<file path="src/rtl/rv_fetch_pkg.sv">
// Shared definitions for the instruction fetch slice.
// Provides datapath widths, the PC increment, the default reset PC, the
// buffered entry type {pc, instr} and a word-alignment helper.
package rv_fetch_pkg;

    localparam int unsigned XLEN    = 32;
    localparam int unsigned INSTR_W = 32;

    localparam logic [XLEN-1:0] PC_INC           = 32'd4;
    localparam logic [XLEN-1:0] RESET_PC_DEFAULT = 32'h0000_0000;

    typedef struct packed {
        logic [XLEN-1:0]    pc;
        logic [INSTR_W-1:0] instr;
    } fetch_entry_t;

    // Clear the byte offset so every fetch address is word aligned.
    function automatic logic [XLEN-1:0] align_pc(input logic [XLEN-1:0] pc);
        return {pc[XLEN-1:2], 2'b00};
    endfunction

endpackage

</file>
<file path="src/rtl/instr_fifo.sv">
// Synchronous FIFO holding fetched {pc, instr} entries.
// Ports:
//   clk, reset       - rising-edge clock, synchronous active-high reset
//   push, wr_data    - write an entry (ignored when full)
//   pop, rd_data     - remove the head entry (ignored when empty); rd_data is the head
//   flush            - empty the FIFO; wins over push and pop
//   full, empty      - occupancy flags
//   count            - number of stored entries
module instr_fifo
    import rv_fetch_pkg::*;
#(
    parameter int unsigned DEPTH = 2
) (
    input  logic                       clk,
    input  logic                       reset,
    input  logic                       push,
    input  logic                       pop,
    input  logic                       flush,
    input  fetch_entry_t               wr_data,
    output fetch_entry_t               rd_data,
    output logic                       full,
    output logic                       empty,
    output logic [$clog2(DEPTH):0]     count
);

    localparam int unsigned PW = $clog2(DEPTH);
    localparam int unsigned CW = PW + 1;

    fetch_entry_t   mem [DEPTH];
    logic [PW-1:0]  wr_ptr;
    logic [PW-1:0]  rd_ptr;
    logic           push_ok;
    logic           pop_ok;

    assign full    = (count == CW'(DEPTH));
    assign empty   = (count == '0);
    assign push_ok = push && !full;
    assign pop_ok  = pop && !empty;
    assign rd_data = mem[rd_ptr];

    // DEPTH is a power of two, so the pointers wrap naturally.
    always_ff @(posedge clk) begin
        if (reset || flush) begin
            wr_ptr <= '0;
            rd_ptr <= '0;
            count  <= '0;
        end else begin
            if (push_ok) wr_ptr <= wr_ptr + 1'b1;
            if (pop_ok)  rd_ptr <= rd_ptr + 1'b1;
            count <= count + CW'(push_ok) - CW'(pop_ok);
        end
    end

    always_ff @(posedge clk) begin
        if (push_ok && !flush && !reset) mem[wr_ptr] <= wr_data;
    end

endmodule

</file>
<file path="src/rtl/instr_fetch_unit.sv">
// Instruction fetch unit: holds the fetch PC, issues word reads to
// instruction memory under a credit limit, buffers returned words with
// their PCs and hands them to decode. Redirects flush the buffer and
// discard responses still in flight.
// Ports:
//   clk, reset                     - rising-edge clock, synchronous active-high reset
//   imem_req_valid/ready/addr      - memory read request channel
//   imem_rsp_valid/data            - in-order read responses, always accepted
//   redirect_valid, redirect_pc    - one-cycle redirect from execute
//   instr_valid/ready              - decode handshake
//   instruction, instr_pc          - head-of-buffer word and its PC (0 when empty)
module instr_fetch_unit
    import rv_fetch_pkg::*;
#(
    parameter logic [31:0] RESET_PC = RESET_PC_DEFAULT,
    parameter int unsigned DEPTH    = 2
) (
    input  logic        clk,
    input  logic        reset,
    output logic        imem_req_valid,
    input  logic        imem_req_ready,
    output logic [31:0] imem_req_addr,
    input  logic        imem_rsp_valid,
    input  logic [31:0] imem_rsp_data,
    input  logic        redirect_valid,
    input  logic [31:0] redirect_pc,
    output logic        instr_valid,
    input  logic        instr_ready,
    output logic [31:0] instruction,
    output logic [31:0] instr_pc
);

    localparam int unsigned CW = $clog2(DEPTH) + 1;

    logic [XLEN-1:0] fetch_pc;
    logic [XLEN-1:0] rsp_pc;
    logic [CW-1:0]   outstanding;
    logic [CW-1:0]   drop;
    logic [CW-1:0]   fifo_count;
    logic            fifo_full;
    logic            fifo_empty;
    logic            fifo_push;
    logic            fifo_pop;
    fetch_entry_t    fifo_head;
    fetch_entry_t    fifo_wr;
    logic            credit_ok;
    logic            req_fire;
    logic            rsp_accept;

    // Outstanding requests plus buffered entries never exceed DEPTH, so a
    // response always finds room in the buffer.
    assign credit_ok      = ({1'b0, outstanding} + {1'b0, fifo_count}) < (CW + 1)'(DEPTH);
    assign imem_req_valid = !reset && !redirect_valid && credit_ok;
    assign imem_req_addr  = fetch_pc;
    assign req_fire       = imem_req_valid && imem_req_ready;

    assign rsp_accept = imem_rsp_valid && !redirect_valid && (drop == '0);
    assign fifo_push  = rsp_accept && !fifo_full;
    assign fifo_wr    = '{pc: rsp_pc, instr: imem_rsp_data};

    assign instr_valid = !reset && !fifo_empty && !redirect_valid;
    assign fifo_pop    = instr_valid && instr_ready;
    assign instruction = fifo_empty ? '0 : fifo_head.instr;
    assign instr_pc    = fifo_empty ? '0 : fifo_head.pc;

    always_ff @(posedge clk) begin
        if (reset) begin
            fetch_pc    <= align_pc(RESET_PC);
            rsp_pc      <= align_pc(RESET_PC);
            outstanding <= '0;
            drop        <= '0;
        end else if (redirect_valid) begin
            fetch_pc    <= align_pc(redirect_pc);
            rsp_pc      <= align_pc(redirect_pc);
            // A response landing in the redirect cycle is discarded here,
            // so it no longer needs to be counted as stale.
            drop        <= outstanding - CW'(imem_rsp_valid);
            outstanding <= outstanding - CW'(imem_rsp_valid);
        end else begin
            if (req_fire) fetch_pc <= fetch_pc + PC_INC;
            if (imem_rsp_valid) begin
                if (drop != '0) drop <= drop - 1'b1;
                else            rsp_pc <= rsp_pc + PC_INC;
            end
            outstanding <= outstanding + CW'(req_fire) - CW'(imem_rsp_valid);
        end
    end

    instr_fifo #(
        .DEPTH (DEPTH)
    ) u_fifo (
        .clk     (clk),
        .reset   (reset),
        .push    (fifo_push),
        .pop     (fifo_pop),
        .flush   (redirect_valid),
        .wr_data (fifo_wr),
        .rd_data (fifo_head),
        .full    (fifo_full),
        .empty   (fifo_empty),
        .count   (fifo_count)
    );

endmodule
</file>
<file path="config.mk">
export PLATFORM = sky130hd
export DESIGN_NAME = instr_fetch_unit
export DESIGN_NICKNAME = d
export VERILOG_FILES = /design/src/rtl/rv_fetch_pkg.sv /design/src/rtl/instr_fifo.sv /design/src/rtl/instr_fetch_unit.sv
export SDC_FILE = /design/constraint.sdc
export NUM_CORES = 1
export LEC_CHECK = 0
export BUFFER_PORTS_ARGS = -buffer_cell sky130_fd_sc_hd__buf_2
export CAP_MARGIN = 20
export CORE_MARGIN = 1
export CORE_UTILIZATION = 45
export DETAILED_ROUTE_END_ITERATION = 10
export GPL_TIMING_DRIVEN = 0
export HOLD_SLACK_MARGIN = 0.15
export PLACE_DENSITY_LB_ADDON = 0.25
export SLEW_MARGIN = 15
export SYNTH_ARGS = -nofsm -noshare
export SYNTH_HDL_FRONTEND = slang
export SYNTH_HIERARCHICAL = 1
export SYNTH_SLANG_ARGS = --single-unit
</file>
<file path="constraint.sdc">
create_clock -name clk -period 6.65 [get_ports clk]
set_input_delay 0.9975 -clock clk [delete_from_list [all_inputs] [get_ports clk]]
set_output_delay 0.9975 -clock clk [all_outputs]
set_load 0.05 [all_outputs]
</file>
# After elaboration in Yosys (flattened, before gate mapping)
# Memory sizes are Yosys's and may differ from the RTL's. A register that Yosys moved wholly into a read port is not among the register bits.
# Cells that the tools add are included.
dict set report word_totals {
  ramBits 128
  reg_bits 72
  output_inout_bits 98
  memories 1
  in_bits 70
  elab_cells 68
}
# memory words width read_ports rd_clocked_by_memory_dff wr line
set mem_list {}
lappend mem_list {u_fifo.mem 2 64 1 1 1 instr_fifo.sv:29} ;# fetch_entry_t mem [DEPTH];
dict set report op_classes {
  mux 15
  reduce_logical 28
  bitwise 1
  order_cmp 1
  n_addsub 11
  n_eq_ne 2
}
# op n
set ops {}
lappend ops {{32-bit 2-to-1 mux} 7}
lappend ops {{32-bit by 3-bit adder with 32-bit output, second input constant} 2}
lappend ops {{1-bit logical AND} 13}
lappend ops {{2-bit 2-to-1 mux} 4}
lappend ops {{2-bit nonzero test} 4}
lappend ops {{2-bit AND reduction} 3}
lappend ops {{2-bit by 1-bit subtractor with 2-bit output} 3}
lappend ops {{2-bit by 1-bit adder with 2-bit output} 2}
lappend ops {{1-bit logical NOT} 4}
lappend ops {{2-bit logical NOT} 2}
lappend ops {{1-bit 2-to-1 mux} 4}
lappend ops {{2-bit by 2-bit adder with 3-bit output} 1}
lappend ops {{3-bit by 2-bit less-than comparator with 1-bit output, second input constant} 1}
lappend ops {{1-bit adder, second input constant} 2}
lappend ops {{2-bit == test, second input constant} 1}
lappend ops {{2-bit != test, second input constant} 1}
lappend ops {{2-bit OR reduction} 1}
lappend ops {{2-bit by 1-bit subtractor with 2-bit output, second input constant} 1}
lappend ops {{1-bit logical OR} 1}
lappend ops {{1-bit NOT} 1}

# Depth between registers and ports, before layout
dict set report depth {
  depth_word 9
  depth_mapped 12
  depth_no_buf 12
}

# By module
# Netlist, hierarchy kept.
# module seq_area_each_um2 cells_each area_each_um2 instances
set by_module_without_submodules {}
lappend by_module_without_submodules {instr_fifo 3943.8 225 5161.2 1}
lappend by_module_without_submodules {instr_fetch_unit 1281.2 511 4061.4 1}

# Worst setup path before layout
# OpenSTA, ideal clock, no wires.
dict set report synth_path {
  kind {input to register}
  startpoint {input port redirect_valid}
  endpoint {memory u_fifo/mem[0][0] (netlist bit), enable pin}
  slack_ns 1.683
  arrival_ns 4.481
  required_ns 6.164
  n_path_buf 3
  setup_time_ns 0.486
  cell_stages 6
  path_cell_list {buf_6 buf_6 clkbuf_1 nor3_1 nand2_1 nor2_1}
}
dict set report synth_via {
  elab_chain_cells 9
}
# item line
set synth_lines {}
lappend synth_lines {{start: declaration} instr_fetch_unit.sv:25} ;# input logic redirect_valid,
lappend synth_lines {{1-bit logical NOT} instr_fetch_unit.sv:57} ;# assign rsp_accept = imem_rsp_valid && !redirect_valid && (drop == '0);
lappend synth_lines {{1-bit logical AND (2 in series)} instr_fetch_unit.sv:57}
lappend synth_lines {{1-bit logical AND} instr_fetch_unit.sv:58} ;# assign fifo_push = rsp_accept && !fifo_full;
lappend synth_lines {{named net fifo_push} instr_fetch_unit.sv:42} ;# logic fifo_push;
lappend synth_lines {{1-bit logical AND} instr_fifo.sv:37} ;# assign push_ok = push && !full;
lappend synth_lines {{1-bit logical AND (2 in series)} instr_fifo.sv:55} ;# if (push_ok && !flush && !reset) mem[wr_ptr] <= wr_data;
lappend synth_lines {{1-bit 2-to-1 mux} instr_fifo.sv:55}
lappend synth_lines {{1-bit 2-to-1 mux (not written as such)} instr_fifo.sv:55}
lappend synth_lines {{end: declaration} instr_fifo.sv:29}
# The timed path passes the listed nets, and every way through them passes these cells.

# Worst setup path in the final report
dict set report layout_path {
  startpoint {register u_fifo.count[1]}
  endpoint {output port instr_pc[20]}
}
dict set report layout_via {
  elab_chain_cells 2
}
# item line
set layout_lines {}
lappend layout_lines {{start: declaration} instr_fifo.sv:23} ;# output logic [$clog2(DEPTH):0] count
lappend layout_lines {{start signal: assignment} instr_fifo.sv:50} ;# count <= count + CW'(push_ok) - CW'(pop_ok);
lappend layout_lines {{2-bit logical NOT} instr_fifo.sv:36} ;# assign empty = (count == '0);
lappend layout_lines {{named net fifo_empty} instr_fetch_unit.sv:41} ;# logic fifo_empty;
lappend layout_lines {{32-bit 2-to-1 mux} instr_fetch_unit.sv:64} ;# assign instr_pc = fifo_empty ? '0 : fifo_head.pc;
lappend layout_lines {{end: declaration} instr_fetch_unit.sv:30} ;# output logic [31:0] instr_pc
# The timed path passes the listed nets, and every way through them passes these cells.

==> flow_summary.toml <==
[status]
outcome = "finished clean"

[clock_tree]
path_clk_slew_ns = 0.07
cts_num_sinks = 197
insertion_delay_ns = 0.42
ctsResizeCount = 0
htree_levels = 4
post_cts_buffers = 0
hold_buffers = 0
numCtsBuffers = 17
cts_tree = "done"
root_buffer = "clkbuf_16"
max-clock-path-buffers = 2

[place]
dp_cells = 1178
hpwlAfterDp_mm = 14.7
place.gp.congestion = 0.925
dpl_worst_slack_ns = 3.24
placed_cell_area_um2 = 10500
io_buffers = 163

[finish]
areaGrowthSynthToFinish_pct = 20.2
final_nets = 1006
antennaDiodeCount = 0
layout-drive-gt1-share_pct = 30.7
fin_area_um2 = 11100
stdcell_count = 1210
n_fill_cell = 1765

[global_routing]
antenna_found_initial = 0
grt_overflow = 0
grt_pass1_vias = 5816
grt_max_degree = 57
grt_pass1_wl_mm = 31.6
track_usage_pct = 19.4

[timing]
finalSetupViolations = 0
fin_hold_ws_ns = 0.474
worst_slew_pin_slew_ns = 0.969
rsz0062_at_grt = "no"
skew_ns = 0.0105
hold_viol_final = 0
post-route-period-util_pct = 51.6
slew_headroom_pct = 34.8
period_minus_slack_ns = 3.43
tns_ns = 0
fin_ws_ns = 3.22
maxSlewViolCount = 0
fmax_mhz = 291

[logic_synthesis]
synth.distinct_cells = 55
synth_seq_cells = 197
synth_area_per_cell_um2 = 12.5
syn-instance-count = 736
yosys-top-cells-count = "128 x edfxtp_1, 69 x dfxtp_1, 64 x nor2b_1"
synth.area.top_cells = "edfxtp_1 42%, dfxtp_1 15%, mux2_4 9.8%, nor2b_1 4.3%, xnor2_1 3.1%"
synth_edf_count = 128
ys_seq_area_share_pct = 56.7
synth_top_area_share_pct = 41.7
synthArstFlopShare_pct = 0
synth_flop_cell = "edfxtp_1"
synth_top_area_cell = "edfxtp_1"
syn-cell-area_um2 = 9220
synth_most_common_cell = "edfxtp_1"
ys_warn_count = 6

[floorplan]
row_count = 52
die_h_um = 145
boundaryPins = 168
die_area_um2 = 21100
core_um2 = 20200
initial_utilization_pct = 45.7
die_w_um = 145

[power_and_ir_drop]
total_leakage_power_nw = 4.20
p_comb_share_pct = 10.3
power_frac_seq_pct = 52.4
switchingPower_mw = 0.662
ir_drop_v = 0.000161
power.share.switching_pct = 25.0
p_int_mw = 1.98
clkPwrFrac_pct = 37.3
powerDensity_nw_per_um2 = 239

[route]
dr.pass1.iters = 4
wirelength_mm = 20.1
first_iter_violations = 322
vias = 6276
avgViaCountPerCell = 5.19
antenna_left = 0
post_drt_wl_per_cell_um = 16.6
drc = 0

[min_path]
hold_path.class = "reg -> reg"
min_path_cells = 2

[job]
cap_violations = 0

[setup_path]
crit_arrival_ns = 2.44
cp.required_ns = 5.65
crit_path_end_kind = "output port"
rr_worst_depth = 12
reg2reg_slack_ns = 3.47
crit_fanout = 10
path_class = "reg -> out"
startpoint_type = "flop"
-- state kept, by name, summed over array words and instances, names as in the netlist, named ones only --
register / flops
u_fifo/rd_ptr: 1
u_fifo/mem: 128
rsp_pc: 30
u_fifo/wr_ptr: 1
outstanding: 2
imem_req_addr: 30
drop: 2
u_fifo/count: 2
-- worst max-delay path, stage by stage, from the launching register on --
cell,delay [ns]
dfxtp_1,0.39
nor2_1,0.23
clkbuf_1,0.63
clkbuf_1,0.41
nor2b_1,0.12
buf_2,0.23
-- worst paths after layout --
kind                                 startpoint             end
worst max-delay path            u_fifo/count[1]    instr_pc[20]
worst min register to register    u_fifo/wr_ptr   u_fifo/wr_ptr
worst max register to register  u_fifo/count[0]  outstanding[1]
worst min-delay path              u_fifo/wr_ptr   u_fifo/wr_ptr
-- power by group through the flow --
stage               sequential (mW)  clock (mW)  combinational [mW]
floorplan                      1.44           0               0.148
global placement               1.41           0               0.266
detailed placement             1.41           0               0.272
global route                   1.39        1.06               0.293
finish                         1.39       0.986               0.273
CTS                            1.39        1.01               0.274
-- stage by stage --
step / util, % / power, mW
3_3_place_gp: 51.5 / 1.68
5_1_grt: 55.0 / 2.74
2_1_floorplan: - / 1.59
3_5_place_dp: 52.1 / 1.68
4_1_cts: 55.0 / 2.67
6_report: 55.0 / 2.65
-- layer usage --
metal,share of wire [%],GRT usage (%),vias to the layer above
met2,44,29.8,254
met5,0,0,-
li1,-,-,3061
met3,5.8,3.93,24
met1,48,27.4,2937
met4,1.7,6.74,0
-- logic make-up after synthesis --
group / Yosys count / share of synthesized area, %
other cells: 1 / 0.0407
fa+ha+maj: 9 / 1.30
mux: 66 / 10.5
flops: 197 / 56.7
simple gates: 249 / 15.4
buf+inv: 63 / 4.12
compound gates: 101 / 7.22
xor+xnor: 50 / 4.75
-- layout make-up --
| class | instances | area, um^2 | share of cell area [%] |
|---|---|---|---|
| flip-flops and latches | 197 | 5230 | 47.1 |
| multi-input cells | 481 | 3650 | 32.9 |
| repair buffers | 167 | 926 | 8.35 |
| clock buffers | 21 | 472 | 4.25 |
| well taps | 270 | 338 | 3.05 |
| plain buffers | 38 | 287 | 2.58 |
| clock inverters | 11 | 101 | 0.914 |
| inverters | 25 | 93.8 | 0.846 |
-- placed cells by master, fill, tap and decap left out, types with 27 or more instances in the layout --
cell type  count
buf_2        164
edfxtp_1     128
dfxtp_1       69
nor2b_1       64
mux2_4        60
a21oi_1       35
xnor2_1       33
nand2_1       32
nor2_1        28
nand3_1       27
(Power assumes the default switching activity.)
